File: config.mk
export PLATFORM = sky130hd
export DESIGN_NAME = axi_lite_master_bridge_flat
export DESIGN_NICKNAME = d
export VERILOG_FILES = /design/src/rtl/axi_pkg.sv /design/src/rtl/axi_intf.sv /design/src/rtl/axi_lite_master_bridge.sv /design/src/flat_wrapper.sv
export SDC_FILE = /design/constraint.sdc
export NUM_CORES = 1
export LEC_CHECK = 0
export BUFFER_PORTS_ARGS = -buffer_cell sky130_fd_sc_hd__buf_2
export CORE_AREA = 5 5 115 117
export DETAILED_ROUTE_END_ITERATION = 8
export DIE_AREA = 0 0 120 122
export MAX_ROUTING_LAYER = met4
export PLACE_DENSITY = 0.76
export SETUP_SLACK_MARGIN = 0.15
export SYNTH_ARGS = -nofsm -noshare
export SYNTH_HDL_FRONTEND = slang
export SYNTH_SLANG_ARGS = --single-unit
export TNS_END_PERCENT = 1
File: constraint.sdc
create_clock -name aclk -period 1.7 [get_ports aclk]
set_input_delay 0.34 -clock aclk [delete_from_list [all_inputs] [get_ports aclk]]
set_output_delay 0.34 -clock aclk [all_outputs]
set_load 0.02 [all_outputs]
File: src/rtl/axi_pkg.sv
// Shared AXI4-Lite constants for the core-side bridge and the memory-mapped peripherals.
// Response codes, peripheral addresses and a small response-decode helper.
package axi_pkg;

   localparam logic [1:0] AXI_OKAY   = 2'b00;
   localparam logic [1:0] AXI_EXOKAY = 2'b01;
   localparam logic [1:0] AXI_SLVERR = 2'b10;
   localparam logic [1:0] AXI_DECERR = 2'b11;

   localparam logic [31:0] LED_ADDR = 32'h0000_00FF;

   // Anything other than OKAY is reported to the core as an error (EXOKAY included,
   // since AXI4-Lite has no exclusive accesses).
   function automatic logic resp_is_err(input logic [1:0] resp);
      return resp != AXI_OKAY;
   endfunction

endpackage

File: src/rtl/axi_intf.sv
// AXI4-Lite channel bundle (AW/W/B/AR/R) clocked by aclk.
// Valid/ready rule on every channel: a transfer happens on a rising aclk edge where
// valid & ready are both 1; once valid is raised it and its payload hold until that edge.
interface axi_intf #(
   parameter int ADDR_WIDTH = 32,
   parameter int DATA_WIDTH = 32
) (
   input logic aclk
);

   logic [ADDR_WIDTH-1:0]   awaddr;
   logic [2:0]              awprot;
   logic                    awvalid;
   logic                    awready;

   logic [DATA_WIDTH-1:0]   wdata;
   logic [DATA_WIDTH/8-1:0] wstrb;
   logic                    wvalid;
   logic                    wready;

   logic [1:0]              bresp;
   logic                    bvalid;
   logic                    bready;

   logic [ADDR_WIDTH-1:0]   araddr;
   logic [2:0]              arprot;
   logic                    arvalid;
   logic                    arready;

   logic [DATA_WIDTH-1:0]   rdata;
   logic [1:0]              rresp;
   logic                    rvalid;
   logic                    rready;

   modport master (
      input  aclk,
      output awaddr, awprot, awvalid,
      input  awready,
      output wdata, wstrb, wvalid,
      input  wready,
      input  bresp, bvalid,
      output bready,
      output araddr, arprot, arvalid,
      input  arready,
      input  rdata, rresp, rvalid,
      output rready
   );

   modport slave (
      input  aclk,
      input  awaddr, awprot, awvalid,
      output awready,
      input  wdata, wstrb, wvalid,
      output wready,
      output bresp, bvalid,
      input  bready,
      input  araddr, arprot, arvalid,
      output arready,
      output rdata, rresp, rvalid,
      input  rready
   );

endinterface

File: src/rtl/axi_lite_master_bridge.sv
// Turns the core's single-outstanding load/store port into AXI4-Lite master transfers.
// One transaction in flight; each accepted request yields exactly one rsp_valid pulse.
module axi_lite_master_bridge
   import axi_pkg::*;
#(
   parameter int ADDR_WIDTH  = 32,
   parameter int DATA_WIDTH  = 32,
   parameter int CHECK_ALIGN = 0
) (
   input  logic                    aclk,
   input  logic                    aresetn,

   input  logic                    req_valid,
   output logic                    req_ready,
   input  logic                    req_we,
   input  logic [ADDR_WIDTH-1:0]   req_addr,
   input  logic [DATA_WIDTH-1:0]   req_wdata,
   input  logic [DATA_WIDTH/8-1:0] req_wstrb,

   output logic                    rsp_valid,
   output logic [DATA_WIDTH-1:0]   rsp_rdata,
   output logic                    rsp_err,

   output logic [2:0]              dbg_state,

   axi_intf.master                 axi
);

   localparam int STRB_W = DATA_WIDTH / 8;

   typedef enum logic [2:0] {
      IDLE    = 3'd0,
      WR_REQ  = 3'd1,
      WR_RESP = 3'd2,
      RD_REQ  = 3'd3,
      RD_RESP = 3'd4,
      DONE    = 3'd5
   } state_t;

   state_t                state, state_nxt;

   logic [ADDR_WIDTH-1:0] addr_q;
   logic [DATA_WIDTH-1:0] wdata_q;
   logic [STRB_W-1:0]     wstrb_q;
   logic [DATA_WIDTH-1:0] rdata_q;
   logic                  err_q;
   logic                  aw_done;
   logic                  w_done;

   logic                  accept;
   logic                  misaligned;
   logic                  aw_hs;
   logic                  w_hs;

   assign accept     = req_valid & req_ready;
   assign misaligned = (CHECK_ALIGN != 0) && (req_addr[1:0] != 2'b00);
   assign aw_hs      = (state == WR_REQ) && !aw_done && axi.awready;
   assign w_hs       = (state == WR_REQ) && !w_done && axi.wready;
   assign dbg_state  = state;

   always_ff @(posedge aclk or negedge aresetn) begin
      if (!aresetn) begin
         state <= IDLE;
      end else begin
         state <= state_nxt;
      end
   end

   always_comb begin
      state_nxt = state;
      case (state)
         IDLE: begin
            if (accept) begin
               if (misaligned)  state_nxt = DONE;
               else if (req_we) state_nxt = WR_REQ;
               else             state_nxt = RD_REQ;
            end
         end
         // AW and W may finish in either order or together; a channel counts as
         // finished if its flag is set or its handshake is happening right now.
         WR_REQ:  if ((aw_done || aw_hs) && (w_done || w_hs)) state_nxt = WR_RESP;
         WR_RESP: if (axi.bvalid)  state_nxt = DONE;
         RD_REQ:  if (axi.arready) state_nxt = RD_RESP;
         RD_RESP: if (axi.rvalid)  state_nxt = DONE;
         DONE:    state_nxt = IDLE;
         default: state_nxt = IDLE;
      endcase
   end

   // Valids come only from registered state and flags, never from a ready input.
   always_comb begin
      req_ready   = (state == IDLE) && aresetn;
      axi.awvalid = (state == WR_REQ) && !aw_done;
      axi.wvalid  = (state == WR_REQ) && !w_done;
      axi.bready  = (state == WR_RESP);
      axi.arvalid = (state == RD_REQ);
      axi.rready  = (state == RD_RESP);
      axi.awaddr  = addr_q;
      axi.araddr  = addr_q;
      axi.wdata   = wdata_q;
      axi.wstrb   = wstrb_q;
      axi.awprot  = 3'b000;
      axi.arprot  = 3'b000;
      rsp_valid   = (state == DONE);
      rsp_err     = (state == DONE) && err_q;
      rsp_rdata   = ((state == DONE) && !err_q) ? rdata_q : '0;
   end

   always_ff @(posedge aclk or negedge aresetn) begin
      if (!aresetn) begin
         addr_q  <= '0;
         wdata_q <= '0;
         wstrb_q <= '0;
         rdata_q <= '0;
         err_q   <= 1'b0;
         aw_done <= 1'b0;
         w_done  <= 1'b0;
      end else begin
         case (state)
            IDLE: begin
               if (accept) begin
                  addr_q  <= req_addr;
                  wdata_q <= req_wdata;
                  wstrb_q <= req_wstrb;
                  rdata_q <= '0;
                  err_q   <= misaligned;
                  aw_done <= 1'b0;
                  w_done  <= 1'b0;
               end
            end
            WR_REQ: begin
               if (aw_hs) aw_done <= 1'b1;
               if (w_hs)  w_done  <= 1'b1;
            end
            WR_RESP: begin
               if (axi.bvalid) err_q <= resp_is_err(axi.bresp);
            end
            RD_RESP: begin
               if (axi.rvalid) begin
                  rdata_q <= axi.rdata;
                  err_q   <= resp_is_err(axi.rresp);
               end
            end
            default: begin
            end
         endcase
      end
   end

endmodule
File: src/flat_wrapper.sv
// flat-port wrapper written by rule: the top's interface ports become plain ports
module axi_lite_master_bridge_flat import axi_pkg::*;
#(
   parameter int ADDR_WIDTH  = 32,
   parameter int DATA_WIDTH  = 32,
   parameter int CHECK_ALIGN = 0
)
  (aclk, aresetn, req_valid, req_ready, req_we, req_addr, req_wdata, req_wstrb, rsp_valid, rsp_rdata, rsp_err, dbg_state, axi_awaddr, axi_awprot, axi_awvalid, axi_awready, axi_wdata, axi_wstrb, axi_wvalid, axi_wready, axi_bresp, axi_bvalid, axi_bready, axi_araddr, axi_arprot, axi_arvalid, axi_arready, axi_rdata, axi_rresp, axi_rvalid, axi_rready);
  axi_intf #(.ADDR_WIDTH(ADDR_WIDTH), .DATA_WIDTH(DATA_WIDTH)) axi_i (.aclk(aclk));
  input  logic aclk;
  input  logic aresetn;
  input  logic req_valid;
  output logic req_ready;
  input  logic req_we;
  input  logic [ADDR_WIDTH-1:0] req_addr;
  input  logic [DATA_WIDTH-1:0] req_wdata;
  input  logic [DATA_WIDTH/8-1:0] req_wstrb;
  output logic rsp_valid;
  output logic [DATA_WIDTH-1:0] rsp_rdata;
  output logic rsp_err;
  output logic [2:0] dbg_state;
  output wire logic [$bits(axi_i.awaddr)-1:0] axi_awaddr;
  output wire logic [$bits(axi_i.awprot)-1:0] axi_awprot;
  output wire logic [$bits(axi_i.awvalid)-1:0] axi_awvalid;
  input wire logic [$bits(axi_i.awready)-1:0] axi_awready;
  output wire logic [$bits(axi_i.wdata)-1:0] axi_wdata;
  output wire logic [$bits(axi_i.wstrb)-1:0] axi_wstrb;
  output wire logic [$bits(axi_i.wvalid)-1:0] axi_wvalid;
  input wire logic [$bits(axi_i.wready)-1:0] axi_wready;
  input wire logic [$bits(axi_i.bresp)-1:0] axi_bresp;
  input wire logic [$bits(axi_i.bvalid)-1:0] axi_bvalid;
  output wire logic [$bits(axi_i.bready)-1:0] axi_bready;
  output wire logic [$bits(axi_i.araddr)-1:0] axi_araddr;
  output wire logic [$bits(axi_i.arprot)-1:0] axi_arprot;
  output wire logic [$bits(axi_i.arvalid)-1:0] axi_arvalid;
  input wire logic [$bits(axi_i.arready)-1:0] axi_arready;
  input wire logic [$bits(axi_i.rdata)-1:0] axi_rdata;
  input wire logic [$bits(axi_i.rresp)-1:0] axi_rresp;
  input wire logic [$bits(axi_i.rvalid)-1:0] axi_rvalid;
  output wire logic [$bits(axi_i.rready)-1:0] axi_rready;
  assign axi_awaddr = axi_i.awaddr;
  assign axi_awprot = axi_i.awprot;
  assign axi_awvalid = axi_i.awvalid;
  assign axi_i.awready = axi_awready;
  assign axi_wdata = axi_i.wdata;
  assign axi_wstrb = axi_i.wstrb;
  assign axi_wvalid = axi_i.wvalid;
  assign axi_i.wready = axi_wready;
  assign axi_i.bresp = axi_bresp;
  assign axi_i.bvalid = axi_bvalid;
  assign axi_bready = axi_i.bready;
  assign axi_araddr = axi_i.araddr;
  assign axi_arprot = axi_i.arprot;
  assign axi_arvalid = axi_i.arvalid;
  assign axi_i.arready = axi_arready;
  assign axi_i.rdata = axi_rdata;
  assign axi_i.rresp = axi_rresp;
  assign axi_i.rvalid = axi_rvalid;
  assign axi_rready = axi_i.rready;
  axi_lite_master_bridge #(.ADDR_WIDTH(ADDR_WIDTH), .DATA_WIDTH(DATA_WIDTH), .CHECK_ALIGN(CHECK_ALIGN)) u_core (.aclk(aclk), .aresetn(aresetn), .req_valid(req_valid), .req_ready(req_ready), .req_we(req_we), .req_addr(req_addr), .req_wdata(req_wdata), .req_wstrb(req_wstrb), .rsp_valid(rsp_valid), .rsp_rdata(rsp_rdata), .rsp_err(rsp_err), .dbg_state(dbg_state), .axi(axi_i));
endmodule
=== Word-level counts from Yosys, hierarchy flattened ===
Cells that the tools add are included.

* Flip-flop bits (word level): 106
* Bits of input ports: 113
* Output and inout port bits: 149
* Logic and storage cells: 65

* Equality and inequality tests: 12
* Mux-type cells: 19
* Bitwise gates (word level): 1
* Reduce and logical (&&, ||, !) cells: 25

{| class="wikitable"
|+ Operator list
! operator !! count
|-
| 32-bit two-way mux || 3
|-
| 32-bit one-hot mux with 2 select lines || 1
|-
| 3-bit two-way mux || 5
|-
| 3-bit one-hot mux with 5 select lines || 1
|-
| 3-bit AND reduction || 3
|-
| 1-bit logical AND || 8
|-
| 2-bit by 1-bit != test with 1-bit output, second input constant || 4
|-
| 2-bit nonzero test || 4
|-
| 3-bit by 2-bit equality test with 1-bit output, second input constant || 2
|-
| 3-bit equality test, second input constant || 2
|-
| 2-bit != test, second input constant || 3
|-
| 1-bit two-way mux || 5
|-
| 5-bit AND reduction || 1
|-
| 1-bit one-hot mux with 2 select lines || 2
|-
| 4-bit AND reduction || 1
|-
| 3-bit by 1-bit equality test with 1-bit output, second input constant || 1
|-
| 1-bit logical NOT || 3
|-
| 3-bit logical NOT || 1
|-
| 1-bit one-hot mux with 3 select lines || 1
|-
| 3-bit nonzero test || 1
|-
| 1-bit logical OR || 2
|-
| 2-bit two-way mux || 1
|-
| 2-bit AND reduction || 1
|-
| 1-bit bitwise AND || 1
|}

=== Logic depth before layout (Yosys ltp) ===
Gate-level depths: netlist (run 1).

* Depth in word-level cells: 7
* Depth in mapped cells: 6
* Mapped depth without buffers: 4

=== Least setup slack after synthesis (run 1) ===
No wires, ideal clock.

* Path kind: register -> output
* Start: register u_core.state[0], in the netlist u_core.dbg_state[0]
* End: output rsp_rdata[0]
* Data arrival time: 1.592 ns
* Data required time: 1.360 ns
* Slack: -0.232 ns
* Stages on the path, launching flop included: 6
* Buffers on the path: 2
* Cell sequence: dfrtp_1 -> buf_2 -> nor2b_1 -> and3b_1 -> clkbuf_1 -> and2_1

* Cells in the longest elaborated chain, start to end: 3

{| class="wikitable"
|+ Ends and longest elaborated chain
! item !! RTL line !! text
|-
| start, declared || axi_lite_master_bridge.sv:40 || <nowiki>state_t state, state_nxt;</nowiki>
|-
| start signal, assigned || axi_lite_master_bridge.sv:65 || <nowiki>state <= state_nxt;</nowiki>
|-
| 3-bit equality test || axi_lite_master_bridge.sv:106 || <nowiki>rsp_rdata = ((state == DONE) && !err_q) ? rdata_q : '0;</nowiki>
|-
| 1-bit logical AND || axi_lite_master_bridge.sv:106 ||
|-
| 32-bit two-way mux || axi_lite_master_bridge.sv:106 ||
|-
| end, declared || flat_wrapper.sv:19 || <nowiki>output logic [DATA_WIDTH-1:0] rsp_rdata;</nowiki>
|}

No other way between the ends.

=== Worst setup path in the final report (run 1) ===
* Start: register u_core.state[0], in the netlist u_core.dbg_state[0]
* End: output rsp_rdata[1]

Same word-level chain as after synthesis.

==> summary.md, run 1 <==
| Metric | Value |
|---|---|
| Worst-path maximum fanout | `32` |
| Critical path arrival | `1.72 ns` |
| GR Util All Layers | `0.166` |
| Crit path buf inv count | `3` |
| Die width | `120 um` |
| Clock sinks | `106` |
| Initial Utilization | `0.396` |
| Skew-Pair Late Insertion Delay | `0.34 ns` |
| CP delay by family, top | `simple AND/OR/NAND/NOR gates` |
| Multi-input logic area | `1850 sq um` |
| Max Cap Violations | `0` |
| # setup viols final | `105` |
| Ports | `262` |
| 1st-pass router iterations | `6` |
| Port Buffers | `255` |
| Crit path cell chain | `buf_6, nor2b_4, and3b_2, buf_12, and2_2, buf_2` |
| Post-route setup slack | `-0.362 ns` |
| R2R depth | `5` |
| Core ar. | `12300 sq um` |
| Relative slew slack | `0.534` |
| Synth Instances | `336` |
| Post-synthesis instance area | `4850 sq um` |
| Die Span Y | `122 um` |
| First-pass GRT wire length | `18.6 mm` |
| Post-synth EDFFs | `0` |
| Pwr Total | `12.2 mW` |
| Drt first-iter violations | `163` |
| Diodes inserted | `0` |
| Detailed placement HPWL | `9.53 mm` |
| Synth Warn # | `0` |
| # DRC | `0` |
| Tmin final | `2.06 ns` |
| Core Rows | `41` |
| Synthesized flop and latch total | `106` |
| Period utilization | `1.21` |
| Grt ovf | `0` |
| Routed WL | `12.6 mm` |
| Setup total negative slack | `-13.25 ns` |
| Actual slew at the worst max-slew pin | `0.699 ns` |
| Drt wl/cell | `17.5 um` |
| Area Growth Syn to Fin | `37.8%` |
| LEAKAGE | `3.65 nW` |
| Asr flop ratio synth | `1.00` |
| Setup CP Type | `register to output pin` |
| Crit path depth | `6` |
| Vias | `3486` |
| Cts bufs inserted | `9` |
| Final hold vios | `0` |
| # H-tree levels | `3` |
| CTS root buffer | `clkbuf_16` |
| Slew Viols, Final | `0` |
| Clk slew on worst S/H paths | `0.06 ns` |
| Hold Crit Class | `primary input to register` |
| Crit. End Element | `output pin` |
| Final #Nets | `679` |
| Startpoint Class | `register` |
| CTS tree | `yes` |
| Deepest clock path buffer count | `2` |
| Via density | `4.84` |
| WP data required | `1.36 ns` |
| Max Clock Skew | `0.00674 ns` |
| Synth unique cells | `35` |
| Initial antenna violation count | `0` |
| Fillers | `1021` |
| Syn_area_per_cell | `14.4 sq um` |
| Post-CTS setup repair buffer count | `0` |
| Largest stage delay, worst path | `0.39 ns` |
| FF/Latch Area | `2650 sq um` |
| Proportion of layout cells with a drive suffix above 1 | `0.693` |
| P per Cell Area | `1830 nW/um^2` |
| Vias in the first global route | `3645` |
| Fmax | `485 MHz` |
| Routability cong. | `0.811` |
| Critical path's slowest cell | `dfrtp_1` |
| Status | `finished with violations` |
| Failing checks | `negative setup slack` |
| Largest net degree at the start of global routing | `56` |
| Antenna Nets Post-Route | `0` |
| Worst vdd ir | `0.851 mV` |
| Primary FF master, synth | `dfrtp_1` |
| RSZ-0062 raised after global routing | `yes` |
| Post-synthesis sequential area ratio | `0.547` |
| Hold buffers post-CTS | `0` |
| Area of the die | `14600 sq um` |
| Hold Path Cell Cnt | `2` |
| Dpl ws | `-0.0388 ns` |
[cell families (layout without fill, tap and decap cells)]
logic type,Yosys count,count (layout),share of synthesized area
compound gates,42,42,0.0743
mux,70,70,0.214
simple gates,56,56,0.0751
buf+inv,61,290,0.0888
flops,106,106,0.547
other cells,1,6,0.000773
[worst register-to-register path: cells and delay by family (launching register included)]
family,cells,cell delay [ns]
AND/OR/NAND/NOR,2,0.65
flip-flops,1,0.38
multiplexers,1,0.32
buffers and inverters,2,0.28
[final cells by class]
cell class,instances,area share
sequential,106,0.397
multi-input combinational,174,0.277
timing repair buffer,271,0.254
clock buffer,11,0.0363
tap,150,0.0281
clock inverter,4,0.00430
inverter,4,0.00299
[layer usage]
metal / up-vias / GRT usage / wire length [um]
li1: 1586 / - / -
met1: 1719 / 0.188 / 4860
met2: 157 / 0.279 / 6580
met3: 24 / 0.0381 / 838
met4: 0 / 0.0773 / 310
met5: - / - / 0
[layout by cell type, fill, tap and decap left out, drive strengths merged]
cell type  count
nand2          3
and3           1
o22ai          1
o221ai         2
or2            1
dfrtp        106
nand4bb        1
or3b           1
and2          33
nor3           1
or4bb          1
clkinvlp       2
nor2b          1
o2bb2ai        3
conb           6
clkinv         2
o211ai         1
buf          271
a211o          1
clkbuf        11
nand3b         1
o21ai          1
a22o          32
nor3b          1
mux2          69
mux2i          1
a2bb2oi        1
inv            4
or4b           1
nand2b         5
nor2           4
and3b          1
[cells in the mapped netlist, types with 2 or more instances]
library cell    n  area, sq um
a22o_1         32          280
and2_1         33          206
buf_2           5         25.0
buf_4          38          285
buf_6           7         78.8
clkbuf_1        7         26.3
dfrtp_1       106         2650
inv_1           3         11.3
mux2_2          2         22.5
mux2_4         67         1010
nand2_1         2         7.51
nand2b_1        5         31.3
nor2_1          4         15.0
o221ai_1        2         17.5
o2bb2ai_1       3         26.3
[state kept, by name, indices dropped and copies added, names as in the netlist]
signal and count:
u_core.dbg_state 3, u_core.axi.wstrb 4, u_core.rdata_q 32, u_core.axi.wdata 32, u_core.err_q 1, u_core.axi.araddr 32
u_core.w_done 1, u_core.aw_done 1
[metrics by stage]
step / cells / hold WS [ns] / instance area, sq um / utilization
global placement: 705 / 0.480 / 6190 / 0.505
finish: 720 / 0.213 / 6690 / 0.545
floorplan: 341 / 0.0444 / 4950 / -
global route: 720 / 0.198 / 6690 / 0.545
CTS: 720 / 0.190 / 6520 / 0.532
detailed placement: 705 / 0.482 / 6190 / 0.505
[final timing paths]
path                                                 start                                 to  slack, ns
max                        u_core.dbg_state[0]$_DFFE_PN0P_                       rsp_rdata[1]      -0.36
min                                          axi_rdata[24]     u_core.rdata_q[24]$_DFFE_PN0P_       0.21
max reg2reg                u_core.dbg_state[2]$_DFFE_PN0P_  u_core.axi.araddr[10]$_DFFE_PN0P_      -0.05
min reg2reg                 u_core.rdata_q[18]$_DFFE_PN0P_     u_core.rdata_q[18]$_DFFE_PN0P_       0.50
max in group asynchronous                          aresetn  u_core.axi.araddr[19]$_DFFE_PN0P_       0.99
min in group asynchronous                          aresetn          u_core.w_done$_DFFE_PN0P_       0.22
[timing repair]
item,in CTS,in global routing
setup endpoints to repair,144,144
pin swaps,1,2
resized for setup,21,53
[report_power, final]
| part | internal, mW | total (mW) | switching, mW | leakage [nW] |
|---|---|---|---|---|
| combinational | 2.79 | 5.99 | 3.20 | 2.21 |
| sequential | 3.62 | 4.32 | 0.706 | 1.31 |
| clock | 1.03 | 1.92 | 0.892 | 0.128 |
| total | 7.43 | 12.2 | 4.80 | 3.65 |
No activity file was read; power rests on OpenSTA's default activity.
==> run 2: changes to the inputs <==
--- a/config.mk
+++ b/config.mk
@@ -5,13 +5,13 @@
 export SDC_FILE = /design/constraint.sdc
 export NUM_CORES = 1
 export LEC_CHECK = 0
-export BUFFER_PORTS_ARGS = -buffer_cell sky130_fd_sc_hd__buf_2
-export CORE_AREA = 5 5 115 117
+export CORE_AREA = 5 5 105 107
 export DETAILED_ROUTE_END_ITERATION = 8
-export DIE_AREA = 0 0 120 122
+export DIE_AREA = 0 0 110 112
+export DONT_BUFFER_PORTS = 1
 export MAX_ROUTING_LAYER = met4
-export PLACE_DENSITY = 0.76
-export SETUP_SLACK_MARGIN = 0.15
+export PLACE_DENSITY = 0.66
+export SETUP_SLACK_MARGIN = 0.4
 export SYNTH_ARGS = -nofsm -noshare
 export SYNTH_HDL_FRONTEND = slang
 export SYNTH_SLANG_ARGS = --single-unit
==> summary.md, run 2 (synthesis results as in run 1) <==
| Metric | Value |
|---|---|
| Commonest non-fill, non-tap cell in the layout | `dfrtp_1 (was buf_2)` |
| Startpoint Class | `register (unchanged)` |
| Grt ovf | `0 (unchanged)` |
| Tmin final | `2.02 ns (was 2.06 ns)` |
| Sw frac | `0.420 (was 0.392)` |
| Area of the die | `12300 sq um (was 14600 sq um)` |
| Post-route setup slack | `-0.322 ns (was -0.362 ns)` |
| Die width | `110 um (was 120 um)` |
| Setup total negative slack | `-13.82 ns (was -13.25 ns)` |
| Core ar. | `10000 sq um (was 12300 sq um)` |
| Pwr Total | `10.4 mW (was 12.2 mW)` |
| CTS tree | `yes (unchanged)` |
| Port Buffers | `0 (was 255)` |
| Reg-to-reg slack, setup | `-0.08 ns (was -0.05 ns)` |
| Core Rows | `37 (was 41)` |
| Clock sinks | `106 (unchanged)` |
| Final non-filler cell total | `456 (was 720)` |
| Period utilization | `1.19 (was 1.21)` |
| P per Cell Area | `2020 nW/um^2 (was 1830 nW/um^2)` |
| Clk slew on worst S/H paths | `0.10 ns (was 0.06 ns)` |
| Final #Nets | `429 (was 679)` |
| Hold slack final | `-0.343 ns (was 0.213 ns)` |
| Setup CP Type | `register to output pin (unchanged)` |
| Vias | `2527 (was 3486)` |
| Fmax | `494 MHz (was 485 MHz)` |
| Cts bufs inserted | `9 (unchanged)` |
| # DRC | `0 (unchanged)` |
| Worst vdd ir | `0.940 mV (was 0.851 mV)` |
| Worst-path maximum fanout | `32 (unchanged)` |
| First-pass GRT wire length | `15.5 mm (was 18.6 mm)` |
| Max Clock Skew | `0.00924 ns (was 0.00674 ns)` |
| Routability cong. | `0.772 (was 0.811)` |
| Dpl ws | `-0.0352 ns (was -0.0388 ns)` |
| Failing checks | `negative hold slack, negative setup slack (was negative setup slack)` |
| Slew Viols, Final | `0 (unchanged)` |
| LEAKAGE | `2.53 nW (was 3.65 nW)` |
| Clock power frac | `0.136 (was 0.157)` |
| Number of placed instances, taps included | `440 (was 705)` |
| 1st-pass router iterations | `4 (was 6)` |
| Largest net degree at the start of global routing | `109 (was 56)` |
| Crit. End Element | `output pin (unchanged)` |
| Worst setup endpoint | `rsp_rdata[2] (was rsp_rdata[1])` |
| CTS root buffer | `clkbuf_8 (was clkbuf_16)` |
| Leading cell types in the layout, fill and taps excluded | `dfrtp_1, mux2_4, a22o_1 (was buf_2, dfrtp_1, mux2_4)` |
| Worst Setup SP | `u_core.dbg_state[0]$_DFFE_PN0P_ (unchanged)` |
| Initial Utilization | `0.483 (was 0.396)` |
| # H-tree levels | `3 (unchanged)` |
| Initial antenna violation count | `0 (unchanged)` |
| # setup viols final | `94 (was 105)` |
| R2R depth | `5 (unchanged)` |
| Drt wl/cell | `22.9 um (was 17.5 um)` |
| Die Span Y | `112 um (was 122 um)` |
| RSZ-0062 raised after global routing | `yes (unchanged)` |
| Hold Crit Class | `primary input to async pin (was primary input to register)` |
| Critical path arrival | `1.68 ns (was 1.72 ns)` |
| GR Util All Layers | `0.169 (was 0.166)` |
| Final hold vios | `106 (was 0)` |
| Routed WL | `10.4 mm (was 12.6 mm)` |
| Deepest clock path buffer count | `2 (unchanged)` |
| Antenna Nets Post-Route | `0 (unchanged)` |
| Vias in the first global route | `2763 (was 3645)` |
| Via density | `5.54 (was 4.84)` |
| Status | `finished with violations (unchanged)` |
| Final core utilization | `0.512 (was 0.545)` |
| Proportion of layout cells with a drive suffix above 1 | `0.469 (was 0.693)` |
| Area Growth Syn to Fin | `6.04% (was 37.8%)` |
| Cell Int Power | `6.03 mW (was 7.43 mW)` |
| RR Endpoint | `u_core.axi.araddr[15]$_DFFE_PN0P_ (was u_core.axi.araddr[10]$_DFFE_PN0P_)` |
| Worst r2r src | `u_core.dbg_state[1]$_DFFE_PN0P_ (was u_core.dbg_state[2]$_DFFE_PN0P_)` |
| Skew-Pair Late Insertion Delay | `0.36 ns (was 0.34 ns)` |
| Drt first-iter violations | `145 (was 163)` |
| Max Cap Violations | `0 (unchanged)` |
| WP data required | `1.36 ns (about the same)` |
| Logic gate share of total power | `0.279 (was 0.490)` |
| Diodes inserted | `0 (unchanged)` |
| Ports | `262 (unchanged)` |
| Flop pwr share | `0.585 (was 0.353)` |
| Post-CTS setup repair buffer count | `0 (unchanged)` |
| NetSw | `4.36 mW (was 4.80 mW)` |
| Detailed placement HPWL | `7.52 mm (was 9.53 mm)` |
-- run 2: cell types whose count changed in the layout (fill, tap and decap cells not counted), moves of 6 or more --
cell,previous run,this run
and2_4,1,9
buf_2,218,1
buf_4,13,7
buf_6,33,7
clkbuf_16,9,0
clkbuf_8,1,10
-- run 2: per-stage QoR --
stage	instance area (sq um)	hold slack, ns
floorplan	4950	0.0444
global placement	4900	0.0468
detailed placement	4900	0.0466
CTS	5120	-0.376
global route	5140	-0.385
finish	5140	-0.343
-- run 2: metal layers --
layer,up-vias,global-route usage,routed length (um)
li1,1085,-,-
met1,1291,0.184,3870
met2,131,0.278,5450
met3,20,0.0452,837
met4,0,0.0873,267
met5,-,-,0
-- run 2: power by group through the flow --
stage               Combinational, mW  Clock (mW)  Sequential (mW)
floorplan                        3.42           0             5.31
detailed placement               2.81           0             6.12
finish                           2.90        1.42             6.07
global placement                 2.70           0             6.10
CTS                              2.88        1.47             6.09
global route                     3.08        1.57             6.24
-- run 2: timing repair --
action,in CTS,in global routing
hold endpoints to repair,106,106
endpoints found under the setup margin,213,213
resized for setup,20,7
cloned,0,1
pin swaps,4,39
-- run 2: worst min-delay path by stage --
stage | from | endpoint | slack [ns] | cells after the start
after global routing | aresetn | u_core.rdata_q[23]$_DFFE_PN0P_ | -0.38 | 0
final | aresetn | u_core.rdata_q[23]$_DFFE_PN0P_ | -0.34 | 0
after detailed placement | aresetn | u_core.rdata_q[23]$_DFFE_PN0P_ | 0.05 | 0
after floorplan | aresetn | u_core.aw_done$_DFFE_PN0P_ | 0.04 | 0
after global placement | aresetn | u_core.rdata_q[19]$_DFFE_PN0P_ | 0.05 | 0
after CTS | aresetn | u_core.rdata_q[23]$_DFFE_PN0P_ | -0.38 | 0
-- run 2: cell type report --
class / count / area (sq um)
clock buffers: 10 / 138
clock inverters: 5 / 40.0
fillers: 854 / 4900
inverters: 4 / 20.0
multi-input cells: 174 / 1870
flip-flops and latches: 106 / 2650
well taps: 136 / 170
repair buffers: 21 / 251
-- run 2: worst max-delay path, cell delays in order (launching register included) --
cell and delay, ns:
dfrtp_1 0.42, buf_6 0.16, nor2b_4 0.12, and3b_2 0.21
buf_12 0.16, and2_2 0.25
==> run 3: changes to the inputs <==
--- a/config.mk
+++ b/config.mk
@@ -10,8 +10,8 @@
 export DIE_AREA = 0 0 110 112
 export DONT_BUFFER_PORTS = 1
 export MAX_ROUTING_LAYER = met4
-export PLACE_DENSITY = 0.66
 export SETUP_SLACK_MARGIN = 0.4
+export SLEW_MARGIN = 20
 export SYNTH_ARGS = -nofsm -noshare
 export SYNTH_HDL_FRONTEND = slang
 export SYNTH_SLANG_ARGS = --single-unit
==> constraint.sdc (replaced) <==
create_clock -name aclk -period 2.2 [get_ports aclk]
set_input_delay 0.44 -clock aclk [delete_from_list [all_inputs] [get_ports aclk]]
set_output_delay 0.44 -clock aclk [all_outputs]
set_load 0.02 [all_outputs]
==> summary.md, run 3 (synthesis results as in run 1) <==
| Metric | Value |
|---|---|
| Routed metal-1 wire length | `4.00 mm (was 3.87 mm)` |
| Routed WL | `10.7 mm (was 10.4 mm)` |
| Grt ovf | `0 (unchanged)` |
| Startpoint Class | `register (unchanged)` |
| CTS root buffer | `clkbuf_8 (unchanged)` |
| Deepest clock path buffer count | `2 (unchanged)` |
| Status | `finished with violations (unchanged)` |
| Hold slack final | `-0.264 ns (was -0.343 ns)` |
| Crit. End Element | `output pin (unchanged)` |
| Clk slew on worst S/H paths | `0.11 ns (was 0.10 ns)` |
| # setup viols final | `0 (was 94)` |
| Worst setup endpoint | `rsp_rdata[4] (was rsp_rdata[2])` |
| Worst r2r src | `u_core.dbg_state[0]$_DFFE_PN0P_ (was u_core.dbg_state[1]$_DFFE_PN0P_)` |
| DR WL met3 | `1.01 mm (was 837 um)` |
| Failing checks | `negative hold slack (was negative hold slack, negative setup slack)` |
| Worst vdd ir | `0.656 mV (was 0.940 mV)` |
| First-pass GRT wire length | `15.6 mm (was 15.5 mm)` |
| Antenna Nets Post-Route | `0 (unchanged)` |
| Period utilization | `0.980` |
| Max Clock Skew | `0.0154 ns (was 0.00924 ns)` |
| Clock sinks | `106 (unchanged)` |
| GR Util All Layers | `0.173 (was 0.169)` |
| Setup CP Type | `register to output pin (unchanged)` |
| Critical path arrival | `1.72 ns (was 1.68 ns)` |
| # H-tree levels | `3 (unchanged)` |
| Diodes inserted | `0 (unchanged)` |
| Skew-Pair Late Insertion Delay | `0.38 ns (was 0.36 ns)` |
| 1st-pass router iterations | `4 (unchanged)` |
| Area of the die | `12300 sq um (unchanged)` |
| Largest net degree at the start of global routing | `109 (unchanged)` |
| Die width | `110 um (unchanged)` |
| Drt first-iter violations | `119 (was 145)` |
| Cell Area, Placed | `4810 sq um (was 4900 sq um)` |
| P per Cell Area | `1560 nW/um^2 (was 2020 nW/um^2)` |
| Final hold vios | `106 (unchanged)` |
| Initial Utilization | `0.483 (unchanged)` |
| Slew Viols, Final | `0 (unchanged)` |
| RSZ-0062 raised after global routing | `yes (unchanged)` |
| Final #Nets | `429 (unchanged)` |
| Hold Crit Class | `primary input to async pin (unchanged)` |
| WP data required | `1.76 ns (was 1.36 ns)` |
| DR top layer | `met4 (unchanged)` |
| Die Span Y | `112 um (unchanged)` |
| # DRC | `0 (unchanged)` |
| Via density | `5.66 (was 5.54)` |
| R2R depth | `5 (unchanged)` |
| Commonest non-fill, non-tap cell in the layout | `dfrtp_1 (unchanged)` |
| Met2 wire length | `5.39 mm (was 5.45 mm)` |
| Worst Setup SP | `u_core.dbg_state[1]$_DFFE_PN0P_ (was u_core.dbg_state[0]$_DFFE_PN0P_)` |
| Cts bufs inserted | `9 (unchanged)` |
| Reg-to-reg slack, setup | `0.26 ns (was -0.08 ns)` |
| Max Cap Violations | `0 (unchanged)` |
| Detailed placement HPWL | `7.53 mm (was 7.52 mm)` |
| Vias in the first global route | `2795 (was 2763)` |
| Tmin final | `2.16 ns` |
| RR Endpoint | `u_core.axi.araddr[13]$_DFFE_PN0P_ (was u_core.axi.araddr[15]$_DFFE_PN0P_)` |
| Proportion of layout cells with a drive suffix above 1 | `0.483 (was 0.469)` |
| Leading cell types in the layout, fill and taps excluded | `dfrtp_1, mux2_4, and2_4 (was dfrtp_1, mux2_4, a22o_1)` |
| Post-route cell area | `5230 sq um (was 5140 sq um)` |
| Worst-path maximum fanout | `10 (was 32)` |
| Vias | `2585 (was 2527)` |
| Routability cong. | `0.792 (was 0.772)` |
| Port Buffers | `0 (unchanged)` |
| Ports | `262 (unchanged)` |
| LEAKAGE | `2.57 nW (was 2.53 nW)` |
| Fmax | `464 MHz` |
| CTS tree | `yes (unchanged)` |
| Drt wl/cell | `23.3 um (was 22.9 um)` |
| Core ar. | `10000 sq um (unchanged)` |
| Initial antenna violation count | `0 (unchanged)` |
| Core Rows | `37 (unchanged)` |
| Area Growth Syn to Fin | `7.82% (was 6.04%)` |
[run 3: layer usage]
layer,track usage,vias to the layer above
met3,0.0557,20
met5,-,-
met1,0.200,1332
met4,0.0756,0
met2,0.273,149
li1,-,1084
[run 3: worst min-delay path by stage]
stage	slack, ns	start	depth (start not counted)	to
floorplan	0.14	aresetn	0	u_core.aw_done$_DFFE_PN0P_
CTS	-0.28	aresetn	0	u_core.axi.araddr[0]$_DFFE_PN0P_
global route	-0.29	aresetn	0	u_core.rdata_q[13]$_DFFE_PN0P_
global placement	0.15	aresetn	0	u_core.axi.araddr[13]$_DFFE_PN0P_
detailed placement	0.15	aresetn	0	u_core.axi.araddr[0]$_DFFE_PN0P_
finish	-0.26	aresetn	0	u_core.axi.araddr[0]$_DFFE_PN0P_
[run 3: what timing repair did]
| action | CTS | global route |
|---|---|---|
| hold endpoints to repair | 106 | 106 |
| pin swaps | 1 | 9 |
| setup endpoints to repair | 96 | 96 |
| resized for setup | 49 | 19 |
| buffers inserted | 2 | 1 |
| gates cloned | 5 | 0 |
[run 3: power breakdown]
part	switching (mW)	internal, mW	leakage [nW]	total [mW]
sequential	1.94	2.77	1.31	4.70
combinational	0.800	1.49	1.17	2.29
clock	0.682	0.457	0.0983	1.14
[run 3: cell type report]
type / instances / area [sq um]
Clock buffer: 10 / 138
Clock inverter: 6 / 51.3
Fill cell: 854 / 4820
Inverter: 4 / 22.5
Multi-Input combinational cell: 174 / 1920
Sequential cell: 106 / 2660
Tap cell: 136 / 170
Timing Repair Buffer: 21 / 268
[run 3: critical path, stage by stage, from the launching register on]
cell and delay, ns:
dfrtp_2 0.42, buf_6 0.15, nor2b_4 0.11, and3b_2 0.32
buf_6 0.16, and2_4 0.18
[run 3: metrics by stage]
stage / cells / setup TNS (ns) / utilization / total power [mW] / setup WS, ns
2_1_floorplan: 341 / 0 / - / 6.75 / 0.336
3_3_place_gp: 433 / 0 / 0.479 / 6.74 / 0.327
3_5_place_dp: 433 / 0 / 0.479 / 6.80 / 0.264
4_1_cts: 456 / 0 / 0.513 / 8.14 / 0.0114
5_1_grt: 457 / -1.20 / 0.520 / 8.56 / -0.0483
6_report: 457 / 0 / 0.520 / 8.14 / 0.0442
